<file path="src/rtl/branch_predictor.sv">
// Fetch-stage branch predictor: direct-mapped BTB with 2-bit counters.
// Trained from execute-stage resolution; also keeps perf counters.
module branch_predictor #(
  parameter int ENTRIES = 64,
  localparam int IDX_W = $clog2(ENTRIES)
) (
  input  logic        clk,
  input  logic        rst_n,
  input  logic [31:0] pc_f,
  output logic        pred_taken_f,
  output logic [31:0] pc_pred_f,
  input  logic        cflow_valid_e,
  input  logic        cflow_taken_e,
  input  logic [31:0] pc_e,
  input  logic [31:0] pc_jump_e,
  input  logic        mispredict_e,
  output logic [31:0] perf_cflow_cnt,
  output logic [31:0] perf_miss_cnt
);

  localparam int TAG_W = 32 - IDX_W - 2;

  logic             valid_q  [ENTRIES];
  logic [1:0]       ctr_q    [ENTRIES];
  logic [TAG_W-1:0] tag_q    [ENTRIES];
  logic [31:0]      target_q [ENTRIES];

  logic [IDX_W-1:0] idx_f;
  logic [TAG_W-1:0] tag_f;
  logic             hit_f;
  logic [IDX_W-1:0] idx_e;
  logic [TAG_W-1:0] tag_e;
  logic             hit_e;
  logic [1:0]       ctr_e;
  logic [1:0]       ctr_nxt;
  logic             unused_pc_lsb;

  assign idx_f = pc_f[IDX_W+1:2];
  assign tag_f = pc_f[31:IDX_W+2];
  assign idx_e = pc_e[IDX_W+1:2];
  assign tag_e = pc_e[31:IDX_W+2];
  assign unused_pc_lsb = ^{pc_f[1:0], pc_e[1:0]};

  // Lookup on current state; same-cycle updates are not bypassed
  always_comb begin
    hit_f        = valid_q[idx_f] && (tag_q[idx_f] == tag_f);
    pred_taken_f = hit_f && ctr_q[idx_f][1];
    pc_pred_f    = pred_taken_f ? target_q[idx_f] : pc_f + 32'd4;
  end

  // Saturating counter step for the resolving entry
  always_comb begin
    hit_e   = valid_q[idx_e] && (tag_q[idx_e] == tag_e);
    ctr_e   = ctr_q[idx_e];
    ctr_nxt = ctr_e;
    if (cflow_taken_e) begin
      if (ctr_e != 2'b11) ctr_nxt = ctr_e + 2'b01;
    end else begin
      if (ctr_e != 2'b00) ctr_nxt = ctr_e - 2'b01;
    end
  end

  // Valid bits and counters: train on hit, allocate on taken miss
  always_ff @(posedge clk or negedge rst_n) begin
    if (!rst_n) begin
      for (int i = 0; i < ENTRIES; i++) begin
        valid_q[i] <= 1'b0;
        ctr_q[i]   <= 2'b01;
      end
    end else if (cflow_valid_e) begin
      if (hit_e) begin
        ctr_q[idx_e] <= ctr_nxt;
      end else if (cflow_taken_e) begin
        valid_q[idx_e] <= 1'b1;
        ctr_q[idx_e]   <= 2'b10;
      end
    end
  end

  // Tag/target payload; any taken event rewrites both
  always_ff @(posedge clk) begin
    if (rst_n && cflow_valid_e && cflow_taken_e) begin
      tag_q[idx_e]    <= tag_e;
      target_q[idx_e] <= pc_jump_e;
    end
  end

  // Saturating performance counters
  always_ff @(posedge clk or negedge rst_n) begin
    if (!rst_n) begin
      perf_cflow_cnt <= '0;
      perf_miss_cnt  <= '0;
    end else begin
      if (cflow_valid_e && perf_cflow_cnt != 32'hFFFF_FFFF)
        perf_cflow_cnt <= perf_cflow_cnt + 32'd1;
      if (mispredict_e && perf_miss_cnt != 32'hFFFF_FFFF)
        perf_miss_cnt <= perf_miss_cnt + 32'd1;
    end
  end

endmodule

</file>
<file path="config.mk">
export PLATFORM = sky130hd
export DESIGN_NAME = branch_predictor
export DESIGN_NICKNAME = d
export VERILOG_FILES = /design/src/rtl/branch_predictor.sv
export SDC_FILE = /design/constraint.sdc
export NUM_CORES = 2
export LEC_CHECK = 0
export ABC_CLOCK_PERIOD_IN_PS = 3980
export BUFFER_PORTS_ARGS = -buffer_cell sky130_fd_sc_hd__buf_2
export CELL_PAD_IN_SITES_DETAIL_PLACEMENT = 1
export CELL_PAD_IN_SITES_GLOBAL_PLACEMENT = 1
export CORE_ASPECT_RATIO = 1.1
export CORE_MARGIN = 2
export CORE_UTILIZATION = 30
export DETAILED_ROUTE_END_ITERATION = 16
export PLACE_DENSITY_LB_ADDON = 0.15
export RECOVER_POWER = 50
export SLEW_MARGIN = 20
export SYNTH_ARGS = -nofsm -noshare
export SYNTH_HDL_FRONTEND = slang
export SYNTH_SLANG_ARGS = --single-unit
export TNS_END_PERCENT = 5
</file>
<file path="constraint.sdc">
create_clock -name clk -period 3.98 [get_ports clk]
set_input_delay 0.199 -clock clk [delete_from_list [all_inputs] [get_ports clk]]
set_output_delay 0.199 -clock clk [all_outputs]
set_load 0.02 [all_outputs]
</file>
==> flow_metrics.tcl <==
set metrics [dict create \
    leakage_nw 66.8 \
    synth_area_um2 165000 \
    regArea_um2 114000 \
    path_cells "mux4_2, a32o_2, a31oi_4, nor3_2, a2111oi_2, buf_4, nand4b_1, or4_4, nor4_4, buf_12, buf_8, buf_16, mux2_4, buf_6" \
    place.gp.congestion 0.911 \
    dp_hpwl_um 471000 \
    slowest_delay_ns 0.60 \
    status "finished with violations" \
    fin_ws_ns -1.46 \
    placed_cell_area_um2 188000 \
    dp_cells 16928 \
    ys_seq_elements 3840 \
    cts_buffer_depth 4 \
    min_period_over_period 1.37 \
    core_area_um2 550000 \
    hold_path_class "input pin to flip-flop" \
    drc 0 \
    crit_type "flip-flop to output port" \
    ys_warn_count 0 \
    critPathArrivalTime_ns 5.24 \
    ant_nets 0 \
    initial_core_util 0.301 \
    cts_buffers 429 \
    num-fill-cells 54105 \
    avgRoutedWirePerCell_um 41.4 \
    tightest_slew_ns 3.56 \
    clkTransAtPathRegs_ns 0.06 \
    htreeDepth 5 \
    multi_input_area_um2 49100 \
    hold_depth 5 \
    grt_pass1_vias 106282 \
    io_buffers 195 \
    critPathRequiredTime_ns 3.78 \
    syn_avg_cell_area_um2 19.0 \
    seq_area_frac_synth 0.690 \
    maxCapViolCount 56 \
    grt_util_all_layers 0.259 \
    rsz0062_at_grt "yes" \
    firstDrtPassIters 6 \
    hold_violations 0 \
    path_max_fanout 6 \
    synthFlopType "edfxtp_1" \
    cts_tree "yes" \
    die_h_um 783 \
    worst_setup_path_start_kind "flip-flop" \
    synth_edf_count 3584 \
    pwr_density_cell_nw_per_um2 459 \
    slew_viol_final 3602 \
    final_cells 17814 \
    place_ws_ns -1.27 \
    stdcell_area_um2 203000 \
    vias 103680 \
    wirelength_um 738000 \
    setup_viol 233 \
    async_reset_ff_frac 0.0667 \
    drive_gt1_frac 0.338 \
    grt_max_degree 154 \
    numClockSinks 3840 \
    slowest_stage "nor4_4" \
    syn-num-nets 8833 \
    rr_worst_depth 13 \
    ys_types 82 \
    viasPerCell 5.82 \
    timing.final.crit_period_ns 5.44 \
    violations "capacitance limit, slew limit, setup timing" \
    end_kind "output port" \
    fmax_mhz 184 \
    fin_nets 10190 \
    die_w_um 712 \
    grt-ovfl-total 0 \
    rows 286 \
    skew_ns 0.0790 \
    timing.slew.headroom -1.37 \
    synthToLayoutAreaGrowth_pct 22.6 \
    grt_pass1_wl_um 984000 \
    synth_cells 8729 \
    clock_latency_ns 1.07 \
    ios 198 \
    grt_antenna_before_repair 68 \
    peakVddDrop_uv 395 \
    drt_iter0_drc 13250 \
    die-area_um2 557000 \
    cts-root-buf "clkbuf_16" \
]
==> through the flow <==
step / utilization / TNS (ns) / total power [W] / hold slack, ns
2_1_floorplan: - / -1973.91 / 0.0490 / -0.0966
3_3_place_gp: 0.341 / -169.42 / 0.0533 / 0.431
3_5_place_dp: 0.341 / -179.58 / 0.0535 / 0.445
4_1_cts: 0.369 / -45.87 / 0.0937 / 0.0218
5_1_grt: 0.368 / -353.54 / 0.0955 / 0.0874
6_report: 0.368 / -240.37 / 0.0931 / 0.0888
==> where the power goes <==
part	switching, W	internal [W]
clock	0.0174	0.0229
combinational	0.00490	0.00317
sequential	0.000246	0.0445
==> cell usage after synthesis (all sizes together) (32+ instances only) <==
library cell,number,area share
a221o,39,0.0024
nand3,218,0.0066
edfxtp,3584,0.65
a21oi,101,0.0031
xor2,52,0.0028
nand4,43,0.0016
nor2,372,0.0085
o22ai,94,0.0036
mux4,1219,0.17
clkbuf,278,0.0063
o21ai,141,0.0043
mux2,102,0.0069
a31o,58,0.0031
xnor2,78,0.0041
nor3,50,0.0016
dfstp,64,0.010
and3,32,0.0012
buf,372,0.012
a211o,60,0.0032
a41o,71,0.0043
a211oi,88,0.0040
a22oi,169,0.0077
a31oi,37,0.0014
mux2i,381,0.023
a221oi,157,0.0083
inv,71,0.0016
dfrtp,192,0.029
nand2,247,0.0056
==> worst paths after layout <==
check                      slack (ns)                             end                     from
setup / recovery                -1.46                    pc_pred_f[6]   tag_q[52][8]$_DFFE_PP_
hold / removal                   0.09           ctr_q[10]$_DFFE_PN1P_                  pc_e[4]
setup reg to reg                -0.08          valid_q[1]$_DFFE_PN0P_  tag_q[57][14]$_DFFE_PP_
hold reg to reg                  0.49         valid_q[43]$_DFFE_PN0P_  valid_q[43]$_DFFE_PN0P_
max in group asynchronous           0          valid_q[6]$_DFFE_PN0P_                    rst_n
min in group asynchronous        1.78  perf_cflow_cnt[25]$_DFFE_PN0P_                    rst_n
==> state kept, by name, summed over array words and instances, names as in the netlist <==
| name | cells |
|---|---|
| tag_q | 1536 |
| perf_miss_cnt | 32 |
| target_q | 2048 |
| perf_cflow_cnt | 32 |
| ctr_q | 128 |
| valid_q | 64 |
==> final cells by class <==
cell class,count,area share
Multi-Input combinational cell,4166,0.242
Clock buffer,543,0.0559
Timing Repair Buffer,1576,0.0793
Tap cell,7344,0.0453
Inverter,73,0.00141
Clock inverter,257,0.0134
Sequential cell,3840,0.563
Antenna cell,15,0.000185
==> cell families after synthesis <==
kind of cell / Yosys count / synth area share
simple gates: 1141 / 0.0331
flops: 3840 / 0.690
buf+inv: 723 / 0.0198
xor+xnor: 130 / 0.00688
fa+ha+maj: 5 / 0.000348
mux: 1702 / 0.196
compound gates: 1188 / 0.0541
==> worst max-delay path, delay by kind of cell (launching register included) <==
| family | cells | cell delay [ns] |
|---|---|---|
| AO/OA/AOI/OAI | 3 | 0.82 |
| AND/OR/NAND/NOR | 4 | 1.25 |
| flip-flops | 1 | 0.43 |
| buffers and inverters | 5 | 0.83 |
| multiplexers | 2 | 0.82 |
==> layout by cell type (no fill, tap or decap), drive strengths merged, types with 157 or more instances in the layout <==
master  instances
clkinv        188
a22oi         169
buf          1367
edfxtp       3584
mux2i         381
nor2          372
a221oi        157
nand3         218
nand2         247
mux4         1219
clkbuf        690
dfrtp         192
==> metal layers <==
layer,wire length [um],track usage
met1,297000,0.341
met2,349000,0.421
met3,52300,0.0425
met4,39500,0.117
met5,142,0
==> what timing repair did <==
action	CTS	global route
cloned	3	0
setup buffers	8	1
endpoints found under the hold margin	3624	0
pin swaps	10	9
endpoints found under the setup margin	225	225
hold buffers	61	0
resized for setup	116	17
Power figures use the tool's default switching activity.
